[config.mk]
export PLATFORM = sky130hd
export DESIGN_NAME = mem_port_arbiter_flat
export DESIGN_NICKNAME = d
export VERILOG_FILES = /design/src/rtl/mem_port_arbiter_pkg.sv /design/src/rtl/mem_port_arbiter_if.sv /design/src/rtl/mem_port_arbiter_pick.sv /design/src/rtl/mem_port_arbiter.sv /design/src/flat_wrapper.sv
export SDC_FILE = /design/constraint.sdc
export NUM_CORES = 1
export LEC_CHECK = 0
export CAP_MARGIN = 0
export CORE_MARGIN = 1
export CORE_UTILIZATION = 44
export DETAILED_ROUTE_END_ITERATION = 10
export PLACE_DENSITY = 0.89
export SETUP_SLACK_MARGIN = 0.02
export SLEW_MARGIN = 20
export SYNTH_ARGS = -nofsm -noshare
export SYNTH_HDL_FRONTEND = slang
export SYNTH_HIERARCHICAL = 1
export SYNTH_SLANG_ARGS = --single-unit
[constraint.sdc]
create_clock -name clk -period 3.9 [get_ports clk]
set_clock_uncertainty 0.05 [all_clocks]
set_input_delay 1.17 -clock clk [delete_from_list [all_inputs] [get_ports clk]]
set_output_delay 1.17 -clock clk [all_outputs]
set_load 0.02 [all_outputs]
[src/rtl/mem_port_arbiter_pkg.sv]
// +----------------------------------------------------------------------+
// | mem_arb_pkg : shared types and limits for mem_port_arbiter           |
// | Revision    : 1.0                                                    |
// +----------------------------------------------------------------------+
`default_nettype none

package mem_arb_pkg;

  localparam int MEM_LAT_MAX = 4;
  localparam int CNT_W       = $clog2(MEM_LAT_MAX);

  typedef enum logic {
    IDLE   = 1'b0,
    ACCESS = 1'b1
  } arb_state_t;

  typedef enum logic {
    OWN_I = 1'b0,
    OWN_D = 1'b1
  } owner_t;

endpackage

`default_nettype wire

[src/rtl/mem_port_arbiter_if.sv]
// +----------------------------------------------------------------------+
// | mem_port_arbiter_if : fetch/data request ports and shared memory bus |
// | Revision            : 1.0                                            |
// +----------------------------------------------------------------------+
`default_nettype none

interface mem_port_arbiter_if;

  logic        i_req;
  logic [15:0] i_addr;
  logic        i_gnt;
  logic        i_rvalid;
  logic [15:0] i_rdata;

  logic        d_req;
  logic [15:0] d_addr;
  logic [1:0]  d_we;
  logic [15:0] d_wdata;
  logic        d_gnt;
  logic        d_rvalid;
  logic [15:0] d_rdata;

  logic [15:0] m_addr;
  logic        m_oe;
  logic [1:0]  m_we;
  logic [15:0] m_dout;
  logic [15:0] m_din;

  // Requesters and the memory model sit on the master side.
  modport master (
    output i_req, i_addr, d_req, d_addr, d_we, d_wdata, m_din,
    input  i_gnt, i_rvalid, i_rdata, d_gnt, d_rvalid, d_rdata,
    input  m_addr, m_oe, m_we, m_dout
  );

  modport slave (
    input  i_req, i_addr, d_req, d_addr, d_we, d_wdata, m_din,
    output i_gnt, i_rvalid, i_rdata, d_gnt, d_rvalid, d_rdata,
    output m_addr, m_oe, m_we, m_dout
  );

endinterface

`default_nettype wire

[src/rtl/mem_port_arbiter_pick.sv]
// +----------------------------------------------------------------------+
// | arb_pick : chooses the next port owner (fixed D priority, or         |
// |            round-robin when ARB_ROUND_ROBIN_EN is defined)           |
// | Revision : 1.0                                                       |
// +----------------------------------------------------------------------+
`default_nettype none

module arb_pick
  import mem_arb_pkg::*;
(
  input  logic   i_req,
  input  logic   d_req,
  input  owner_t last_owner,
  output owner_t winner
);

`ifdef ARB_ROUND_ROBIN_EN
  always_comb begin
    winner = OWN_D;
    if (i_req && d_req) begin
      winner = (last_owner == OWN_D) ? OWN_I : OWN_D;
    end else if (i_req) begin
      winner = OWN_I;
    end
  end
`else
  logic unused_last_owner;
  assign unused_last_owner = (last_owner == OWN_D);

  always_comb begin
    winner = OWN_D;
    if (i_req && !d_req) begin
      winner = OWN_I;
    end
  end
`endif

endmodule

`default_nettype wire

[src/rtl/mem_port_arbiter.sv]
// +----------------------------------------------------------------------+
// | mem_port_arbiter : shares one memory port between fetch and data     |
// |                    requesters; optional ARB_ROUND_ROBIN_EN macro      |
// | Revision         : 1.0                                               |
// +----------------------------------------------------------------------+
`default_nettype none

module mem_port_arbiter
  import mem_arb_pkg::*;
#(
  parameter int MEM_LAT = 1
) (
  input  logic              clk,
  input  logic              rst,
  mem_port_arbiter_if.slave bus
);

  arb_state_t       state_q, state_d;
  logic [CNT_W-1:0] cnt_q, cnt_d;
  owner_t           owner_q, owner_d;
  logic [15:0]      addr_q, addr_d;
  logic [1:0]       we_q, we_d;
  logic [15:0]      wdata_q, wdata_d;
  logic [15:0]      i_rdata_q, i_rdata_d;
  logic [15:0]      d_rdata_q, d_rdata_d;
  logic             i_rvalid_q, i_rvalid_d;
  logic             d_rvalid_q, d_rvalid_d;

  owner_t winner;
  owner_t pick_last;
  logic   grant;
  logic   last_cycle;

  arb_pick u_pick (
    .i_req      (bus.i_req),
    .d_req      (bus.d_req),
    .last_owner (pick_last),
    .winner     (winner)
  );

`ifdef ARB_ROUND_ROBIN_EN
  owner_t last_q, last_d;

  always_comb begin
    last_d = last_q;
    if (grant) begin
      last_d = winner;
    end
  end

  always_ff @(posedge clk) begin
    if (!rst) begin
      last_q <= OWN_I;
    end else begin
      last_q <= last_d;
    end
  end

  assign pick_last = last_q;
`else
  assign pick_last = OWN_I;
`endif

  // Grants are combinational so a new access can start in the rvalid cycle.
  assign grant      = rst && (state_q == IDLE) && (bus.i_req || bus.d_req);
  assign last_cycle = (state_q == ACCESS) && (cnt_q == '0);

  always_comb begin
    state_d    = state_q;
    cnt_d      = cnt_q;
    owner_d    = owner_q;
    addr_d     = addr_q;
    we_d       = we_q;
    wdata_d    = wdata_q;
    i_rdata_d  = i_rdata_q;
    d_rdata_d  = d_rdata_q;
    i_rvalid_d = 1'b0;
    d_rvalid_d = 1'b0;

    case (state_q)
      IDLE: begin
        if (grant) begin
          state_d = ACCESS;
          cnt_d   = CNT_W'(MEM_LAT - 1);
          owner_d = winner;
          if (winner == OWN_D) begin
            addr_d  = bus.d_addr;
            we_d    = bus.d_we;
            wdata_d = bus.d_wdata;
          end else begin
            addr_d  = bus.i_addr;
            we_d    = 2'b00;
          end
        end
      end
      ACCESS: begin
        if (last_cycle) begin
          state_d = IDLE;
          if (owner_q == OWN_D) begin
            d_rdata_d  = bus.m_din;
            d_rvalid_d = 1'b1;
          end else begin
            i_rdata_d  = bus.m_din;
            i_rvalid_d = 1'b1;
          end
        end else begin
          cnt_d = cnt_q - 1'b1;
        end
      end
      default: begin
        state_d = IDLE;
      end
    endcase
  end

  always_ff @(posedge clk) begin
    if (!rst) begin
      state_q    <= IDLE;
      cnt_q      <= '0;
      owner_q    <= OWN_I;
      addr_q     <= '0;
      we_q       <= 2'b00;
      wdata_q    <= '0;
      i_rdata_q  <= '0;
      d_rdata_q  <= '0;
      i_rvalid_q <= 1'b0;
      d_rvalid_q <= 1'b0;
    end else begin
      state_q    <= state_d;
      cnt_q      <= cnt_d;
      owner_q    <= owner_d;
      addr_q     <= addr_d;
      we_q       <= we_d;
      wdata_q    <= wdata_d;
      i_rdata_q  <= i_rdata_d;
      d_rdata_q  <= d_rdata_d;
      i_rvalid_q <= i_rvalid_d;
      d_rvalid_q <= d_rvalid_d;
    end
  end

  assign bus.i_gnt    = grant && (winner == OWN_I);
  assign bus.d_gnt    = grant && (winner == OWN_D);
  assign bus.i_rvalid = i_rvalid_q;
  assign bus.i_rdata  = i_rdata_q;
  assign bus.d_rvalid = d_rvalid_q;
  assign bus.d_rdata  = d_rdata_q;

  // Address and write data stay on the bus between accesses.
  assign bus.m_addr = addr_q;
  assign bus.m_dout = wdata_q;
  assign bus.m_oe   = (state_q == ACCESS) && (we_q == 2'b00);
  assign bus.m_we   = last_cycle ? we_q : 2'b00;

endmodule

`default_nettype wire

[src/flat_wrapper.sv]
// flat-port wrapper written by rule: the top's interface ports become plain ports
module mem_port_arbiter_flat import mem_arb_pkg::*;
#(
  parameter int MEM_LAT = 1
)
  (clk, rst, bus_i_req, bus_i_addr, bus_d_req, bus_d_addr, bus_d_we, bus_d_wdata, bus_m_din, bus_i_gnt, bus_i_rvalid, bus_i_rdata, bus_d_gnt, bus_d_rvalid, bus_d_rdata, bus_m_addr, bus_m_oe, bus_m_we, bus_m_dout);
  mem_port_arbiter_if bus_i ();
  input  logic clk;
  input  logic rst;
  input wire logic [$bits(bus_i.i_req)-1:0] bus_i_req;
  input wire logic [$bits(bus_i.i_addr)-1:0] bus_i_addr;
  input wire logic [$bits(bus_i.d_req)-1:0] bus_d_req;
  input wire logic [$bits(bus_i.d_addr)-1:0] bus_d_addr;
  input wire logic [$bits(bus_i.d_we)-1:0] bus_d_we;
  input wire logic [$bits(bus_i.d_wdata)-1:0] bus_d_wdata;
  input wire logic [$bits(bus_i.m_din)-1:0] bus_m_din;
  output wire logic [$bits(bus_i.i_gnt)-1:0] bus_i_gnt;
  output wire logic [$bits(bus_i.i_rvalid)-1:0] bus_i_rvalid;
  output wire logic [$bits(bus_i.i_rdata)-1:0] bus_i_rdata;
  output wire logic [$bits(bus_i.d_gnt)-1:0] bus_d_gnt;
  output wire logic [$bits(bus_i.d_rvalid)-1:0] bus_d_rvalid;
  output wire logic [$bits(bus_i.d_rdata)-1:0] bus_d_rdata;
  output wire logic [$bits(bus_i.m_addr)-1:0] bus_m_addr;
  output wire logic [$bits(bus_i.m_oe)-1:0] bus_m_oe;
  output wire logic [$bits(bus_i.m_we)-1:0] bus_m_we;
  output wire logic [$bits(bus_i.m_dout)-1:0] bus_m_dout;
  assign bus_i.i_req = bus_i_req;
  assign bus_i.i_addr = bus_i_addr;
  assign bus_i.d_req = bus_d_req;
  assign bus_i.d_addr = bus_d_addr;
  assign bus_i.d_we = bus_d_we;
  assign bus_i.d_wdata = bus_d_wdata;
  assign bus_i.m_din = bus_m_din;
  assign bus_i_gnt = bus_i.i_gnt;
  assign bus_i_rvalid = bus_i.i_rvalid;
  assign bus_i_rdata = bus_i.i_rdata;
  assign bus_d_gnt = bus_i.d_gnt;
  assign bus_d_rvalid = bus_i.d_rvalid;
  assign bus_d_rdata = bus_i.d_rdata;
  assign bus_m_addr = bus_i.m_addr;
  assign bus_m_oe = bus_i.m_oe;
  assign bus_m_we = bus_i.m_we;
  assign bus_m_dout = bus_i.m_dout;
  mem_port_arbiter #(.MEM_LAT(MEM_LAT)) u_core (.clk(clk), .rst(rst), .bus(bus_i));
endmodule
==> results of run 1 <==
-- power by group --
part / total, mW / switching, mW / internal, mW
registers: 0.800 / 0.0233 / 0.777
logic: 0.336 / 0.158 / 0.178
clock network: 0.685 / 0.271 / 0.414
-- per-stage QoR --
step	hold slack (ns)	utilization (%)	setup WS [ns]	cells	power (mW)
after floorplan	0.414	-	0.565	331	0.981
after global placement	0.393	67.9	0.0107	527	1.15
after detailed placement	0.403	67.9	0.0126	527	1.16
after CTS	0.416	71.5	0.249	543	1.84
after global routing	0.438	71.5	0.189	543	1.90
final	0.413	71.5	0.252	543	1.82
-- routing by layer --
layer	up-vias	part of all wire [%]
li1	1404	-
met1	1323	41
met2	105	51
met3	6	7.5
met4	0	0.84
met5	-	0
-- area by class of cell --
type | instances | area (µm²) | area share (%)
well taps | 77 | 96.3 | 2.07
clock inverters | 4 | 73.8 | 1.59
inverters | 2 | 7.51 | 0.162
repair buffers | 149 | 1460 | 31.5
flip-flops and latches | 72 | 1440 | 31.0
multi-input cells | 227 | 1400 | 30.1
clock buffers | 12 | 165 | 3.56
-- cell usage in the layout, fill, tap and decap left out, types with 2 or more instances in the layout --
cell / count
sky130_fd_sc_hd__clkdlybuf4s50_1: 137
sky130_fd_sc_hd__nand2_1: 81
sky130_fd_sc_hd__dfxtp_1: 72
sky130_fd_sc_hd__a21boi_0: 38
sky130_fd_sc_hd__nand4_1: 18
sky130_fd_sc_hd__nand3_1: 17
sky130_fd_sc_hd__mux2i_1: 16
sky130_fd_sc_hd__o211a_1: 16
sky130_fd_sc_hd__clkbuf_8: 12
sky130_fd_sc_hd__o21ai_0: 9
sky130_fd_sc_hd__o21ai_2: 9
sky130_fd_sc_hd__buf_4: 9
sky130_fd_sc_hd__and3_1: 3
sky130_fd_sc_hd__nand2b_1: 3
sky130_fd_sc_hd__bufinv_16: 2
sky130_fd_sc_hd__dlygate4sd2_1: 2
sky130_fd_sc_hd__inv_1: 2
sky130_fd_sc_hd__nor2_1: 2
sky130_fd_sc_hd__o211ai_1: 2
sky130_fd_sc_hd__and2_1: 2
-- worst max-delay path by stage --
| stage | start | to | slack (ns) | cells after the start |
|---|---|---|---|---|
| after global placement | bus_i_req | bus_d_gnt | 0.01 | 4 |
| after detailed placement | bus_d_req | bus_i_gnt | 0.01 | 5 |
| after CTS | bus_d_req | bus_d_gnt | 0.25 | 4 |
| after global routing | bus_i_req | bus_i_gnt | 0.19 | 5 |
| final | bus_d_req | bus_d_gnt | 0.25 | 4 |
| after floorplan | bus_d_req | bus_i_gnt | 0.56 | 5 |
-- registers in the layout (all words and copies together), names as in the netlist --
| signal | flops |
|---|---|
| u_core/bus.d_rvalid | 1 |
| u_core/bus.i_rdata | 16 |
| u_core/state_q | 1 |
| u_core/bus.m_dout | 16 |
| u_core/owner_q | 1 |
| u_core/cnt_q | 2 |
| u_core/bus.d_rdata | 16 |
| u_core/bus.i_rvalid | 1 |
| u_core/bus.m_addr | 16 |
| u_core/we_q | 2 |
-- critical path: cells and delay by family --
kind	cells	cell delay [ns]
buffers and inverters	2	0.77
AND/OR/NAND/NOR	2	0.49
-- what timing repair did --
action / 4_1_cts / 5_1_grt
setup buffers: 0 / 0
resized for setup: 2 / 0
hold buffers: 0 / 0
endpoints found under the setup margin: 2 / 0
==> flow_results.org, run 1 <==
** Run status
- The flow ran to the end, but the final reports show violations.
- The checks that failed: DRC.

** Run
- Across the run, the number of max-cap violations was 0.

** Worst setup path
- Critical path required time :: 2.68 ns
- The slowest stage of the critical path is the sky130_fd_sc_hd__clkdlybuf4s50_1 cell.
- Setup crit end kind :: output pin
- For flop-to-flop paths, the worst setup slack is 2.21 ns.
- Worst flop-to-flop path endpoint :: u_core/bus.i_rdata[6]
- Measured in cells, the most critical reg-to-reg path has a length of 5.
- Data arrives at the worst endpoint at 2.43 ns.
- Critical path cell sequence :: clkdlybuf4s50_1, or2_1, and3_4, dlygate4sd2_1
- Source of the worst register-to-register timing path :: u_core/cnt_q[0]
- Top fanout value on the critical path :: 4
- Startpoint-to-endpoint class of the critical path :: in -> out
- Startpoint types :: input port
- Largest stage delay on the critical path :: 0.44 ns

** Timing
- Fin crit period :: 3.65 ns
- Pin slew with the least headroom to its limit :: 0.652 ns
- Setup violators final :: 0
- Number of pins with negative max-slew slack in the final report :: 0
- Tcrit/Tclk final :: 93.5%
- RSZ-0062 raised after global routing :: false
- Timing would allow up to 0.274 GHz.
- Worst slew margin :: 56.4%
- Final-report hold violation count :: 0
- Final-layout setup total negative slack :: 0 ns

** Detailed routing
- The first TritonRoute pass finished after 7 iterations.
- In the routed design, unresolved DRC markers number 10.
- 1st-iter DRT viols :: 92
- Mean routed wirelength per cell :: 14.7 µm
- For this block, the via count after detailed routing is 2838.
- The detail route stage leaves a number of antenna-violating nets equal to 0.
- Average vias per placed instance :: 5.23
- Summed over all layers, the routed wires come to 7970 µm.

** Die
- Die H :: 84.8 µm
- # rows :: 29
- Boundary pin count :: 141
- Measured along the x axis, the die boundary spans 84.8 µm.
- The core region is 6490 µm².
- The die covers 7190 µm².
- The initial utilization of the core area, before any placement, comes to 46.5%.

** Synthesis
- Yosys printed 6 warnings.
- After synthesis, the mean cell area works out to 9.12 µm².
- Synth Instances :: 331
- Net count after synthesis :: 402
- Cell area after technology mapping :: 3020 µm²

** CTS
- The clock reaches the later pin of the worst-skew pair after 0.32 ns.
- Register clock-pin slew on the reported worst setup and hold paths :: 0.08 ns
- In this run the clock root is driven by a sky130_fd_sc_hd__clkbuf_8.
- The H-tree was split into 3 levels.
- Number of sinks on the clock net :: 72
- Buffers inserted during clock tree synthesis total 9.
- Bufs on Longest Clock Path :: 2
- TritonCTS clock tree :: done

** Power
- Worst-case vdd ir drop :: 260 µV
- In this run the static leakage power is 1.89 nW.
- In this run the power density over the cells is 392 nW/µm².

** Cells and area
- The number of antenna diodes in the final layout is 0.
- Cells with a size suffix above 1 make up 8.58% of the layout.
- The finished cells cover 4650 µm².
- Area added between synthesis and finish :: 53.9%
- Number of nets in the layout :: 532
- Filler instances :: 503

** Min path
- The worst hold path begins at u_core/bus.m_dout[3].
- End of the worst hold path :: u_core/bus.m_dout[3]
- The worst hold path was traced through 2 stages.
- The min-delay analysis places its worst path in the category reg -> reg.

** Global routing
- met2 is the most crowded layer.
- Global-route wire length before repair :: 12900 µm
- GRT Util Overall :: 22.5%
- Global routing consumed, on the met3 layer, 6.13% of the routing resources.
- The initial antenna violation count is 0.
- Final global-route overflow total :: 0
- Met2 routing resource usage after global routing :: 41.3%
- Entering global routing, the biggest net connects 74 pins.
- Met1 track demand over resource in global routing :: 25.5%
- Vias in the first global route :: 2838

** Placement
- Placed Area :: 4410 µm²
- After legalization and detailed placement, the total HPWL measured 5790 µm.
- Routability-driven placement finished with a final weighted congestion of 0.780.
- During placement, the flow inserted port buffers numbering 140.
(Power assumes the default switching activity.)
==> run 2: changes to the inputs <==
CORE_MARGIN = not set   (was 1)
==> results of run 2 <==
No change in the layout: final DEF, timing and power equal those of run 1.
==> run 3: changes to the inputs <==
CAP_MARGIN = not set   (was 0)
CORE_MARGIN = 4   (was not set)
==> run 3 against run 2 <==
Worst hold slack worse by 0.0032 ns. Global-route usage is 2.4 points lower. Combinational power hardly changed. Critical path depth stayed put. Clock power up 9.2%. Power grew 3.5%. The flow now finishes without violations. Setup slack gained 0.014 ns. Maximum frequency increased by 0.39%. Via count decreased by 0.11%. First-iteration DRC count is the same. Wire length is 5.5% higher. Sequential share of layout area is 0.12 points lower.
==> flow_results.org, run 3 (synthesized netlist as in run 1, its figures left out) <==
** Power
- The peak supply drop is 205 µV (was 260 µV).
- Net Sw Power :: 0.453 mW (was 0.452 mW)
- Power density cells :: 404 nW/µm² (was 392 nW/µm²)
- Cell-internal power :: 1.43 mW (was 1.37 mW)
- Leakage power :: 1.90 nW (was 1.89 nW)
- The share of total power in combinational logic was 17.9% (was 18.5%).
- Sequential share of power :: 42.5% (was 43.9%)
- Fraction of power spent switching nets :: 24.0% (was 24.8%)
- The clock share of power is 39.7% (was 37.6%).

** Cells and area
- The antenna cell count was 0 (unchanged).
- The area occupied by multi-input gates was 1400 µm² (unchanged).
- The commonest non-fill, non-tap cell in the layout was sky130_fd_sc_hd__clkdlybuf4s50_1 (unchanged).
- Flip-flop and latch area :: 1440 µm² (unchanged)
- The share of final-layout standard cells stronger than drive strength 1 is 8.39% (was 8.58%).
- Area added between synthesis and finish :: 54.5% (was 53.9%)
- Non-filler instance count after layout :: 542 (was 543)
- The final layout net count was 531 (was 532).
- Post-route cell area :: 4660 µm² (was 4650 µm²)
- Most frequent cells in the layout: sky130_fd_sc_hd__clkdlybuf4s50_1, sky130_fd_sc_hd__nand2_1, sky130_fd_sc_hd__dfxtp_1, sky130_fd_sc_hd__a21boi_0, sky130_fd_sc_hd__nand4_1 (unchanged).
- The filler cell count was 483 (was 503).

** Global routing
- The via count of the first global-routing pass was 2773 (was 2838).
- Final global-route overflow total :: 0 (unchanged)
- Initial antenna violation count :: 0 (unchanged)
- GRT Util Overall :: 20.1% (was 22.5%)
- Largest net degree at the start of global routing :: 74 (unchanged)
- The global-route wire length before repair came to 13600 µm (was 12900 µm).

** Timing
- RSZ-0062 raised after global routing :: false (unchanged)
- Number of pins with negative max-slew slack in the final report :: 0 (unchanged)
- Tcrit/Tclk final :: 93.2% (was 93.5%)
- Final-report hold violation count :: 0 (unchanged)
- The highest achievable clock rate was 0.275 GHz (was 0.274 GHz).
- The accumulated negative setup slack is 0 ns (unchanged).
- The worst-case headroom to the max-slew limit is 54.4% (was 56.4%).
- Fin crit period :: 3.63 ns (was 3.65 ns)
- Final Worst Setup Slack :: 0.266 ns (was 0.252 ns)
- Hold Worst Slack :: 0.410 ns (was 0.413 ns)
- Setup violators final :: 0 (unchanged)
- Pin slew with the least headroom to its limit :: 0.682 ns (was 0.652 ns)

** Detailed routing
- The total iterations of the first detailed-routing run came to 4 (was 7).
- Average vias per placed instance :: 5.23 (about the same)
- DRT Wirelength :: 8410 µm (was 7970 µm)
- The DRC violations left was 0 (was 10).
- Mean routed wirelength per cell :: 15.5 µm (was 14.7 µm)
- Count of vias placed by the detailed router :: 2835 (was 2838)
- The count of nets left with antenna violations after detail routing is 0 (unchanged).
- 1st-iter DRT viols :: 92 (unchanged)

** Die
- The die span in x is 90.8 µm (was 84.8 µm).
- The die area was 8250 µm² (was 7190 µm²).
- Starting utilization of the core area :: 46.5% (unchanged)
- # rows :: 29 (unchanged)
- Core Area :: 6490 µm² (unchanged)
- Boundary pin count :: 141 (unchanged)
- The chip height is 90.8 µm (was 84.8 µm).

** Worst setup path
- The kind of launch point of the worst setup path was an input port (unchanged).
- Reg2reg setup slack :: 2.15 ns (was 2.21 ns)
- The required time at the worst-slack endpoint was 2.68 ns (about the same).
- The critical path endpoint category is an output pin (unchanged).
- The startpoint of the most critical register-to-register path was u_core/cnt_q[0] (unchanged).
- Startpoint-to-endpoint class of the critical path :: in -> out (unchanged)
- The endpoint of the worst-slack reg-to-reg timing path was u_core/bus.d_rdata[10] (was u_core/bus.i_rdata[6]).
- Largest stage delay on the critical path :: 0.43 ns (was 0.44 ns)
- Top fanout value on the critical path :: 4 (unchanged)
- Arrival time of the worst setup path :: 2.41 ns (was 2.43 ns)
- Reg2Reg Depth :: 5 (unchanged)
- Slowest library cell on the worst path :: sky130_fd_sc_hd__clkdlybuf4s50_1 (unchanged)
- Critical path cell sequence: clkdlybuf4s50_1, or2_1, and3_4, dlygate4sd2_1 (unchanged).

** CTS
- The total number of clock tree sinks was 72 (unchanged).
- Clock root buffer :: sky130_fd_sc_hd__clkbuf_8 (unchanged)
- TritonCTS clock tree :: done (unchanged)
- The number of hold-repair buffers added at the cts stage was 0 (unchanged).
- Clock buffer count from CTS :: 9 (unchanged)
- The clock transition time at the flip-flop clock pins of the worst setup and hold paths is 0.07 ns (was 0.08 ns).
- Bufs on Longest Clock Path :: 2 (unchanged)
- The clock latency on the worst-skew pair came to 0.33 ns (was 0.32 ns).
- The H-tree depth was 3 (unchanged).

** Placement
- DPL Wire Length :: 6030 µm (was 5790 µm)
- The placed instance count came to 526 (was 527).
- The minimum setup slack after placement was 0.0121 ns (was 0.0126 ns).
- Total of buffers placed on input and output ports :: 140 (unchanged)
- Placed Area :: 4400 µm² (was 4410 µm²)
- Global placement routability congestion :: 0.791 (was 0.780)

** Min path
- The cell depth of the worst min-delay path came to 2 (unchanged).
- End of the worst hold path :: u_core/bus.m_dout[12] (was u_core/bus.m_dout[3])
- The class of the most critical hold timing path was reg -> reg (unchanged).
- Hold path start :: u_core/bus.m_dout[12] (was u_core/bus.m_dout[3])

** Run
- The max-capacitance violation count is 0 (unchanged).

** Run status
- Outcome :: finished, final reports clean (was finished, violations left)
-- run 3: cell type report --
class,instances,share of cell area [%]
repair buffers,148,31.2
flip-flops and latches,72,30.9
multi-input cells,227,30.0
clock buffers,12,3.54
clock inverters,4,2.12
well taps,77,2.07
inverters,2,0.161
-- run 3: how the worst max path moves through the flow --
stage,to,start,depth (start not counted)
global route,bus_i_gnt,bus_i_req,5
floorplan,bus_i_gnt,bus_d_req,5
detailed placement,bus_d_gnt,bus_i_req,4
CTS,bus_d_gnt,bus_d_req,4
finish,bus_d_gnt,bus_d_req,4
global placement,bus_d_gnt,bus_i_req,4
-- run 3: metal layers --
metal / vias to the layer above / share of wire (%) / track usage, % / wire length (µm)
met2: 109 / 49 / 34.7 / 4120
met3: 8 / 9.3 / 7.50 / 778
met4: 0 / 1.0 / 8.17 / 84
met1: 1312 / 41 / 22.4 / 3420
li1: 1406 / - / - / -
met5: - / 0 / 0 / 0
-- run 3: worst max-delay path, delay by kind of cell --
family	cells	cell delay (ns)
buf+inv	2	0.75
simple gates	2	0.49
-- run 3: power groups by stage --
stage,clock (mW),sequential [mW],combinational [mW]
6_report,0.748,0.801,0.337
3_3_place_gp,0,0.815,0.333
3_5_place_dp,0,0.818,0.338
5_1_grt,0.803,0.806,0.360
2_1_floorplan,0,0.862,0.118
4_1_cts,0.764,0.801,0.339
-- run 3: per-stage QoR --
step | utilization (%) | total power, mW
5_1_grt | 71.8 | 1.97
3_3_place_gp | 67.8 | 1.15
3_5_place_dp | 67.8 | 1.16
4_1_cts | 71.8 | 1.90
2_1_floorplan | - | 0.981
6_report | 71.8 | 1.89
-- run 3: what timing repair did --
item	CTS	global route
setup buffers	0	0
gates resized for setup	2	0
setup endpoints to repair	2	0
endpoints found under the hold margin	0	0
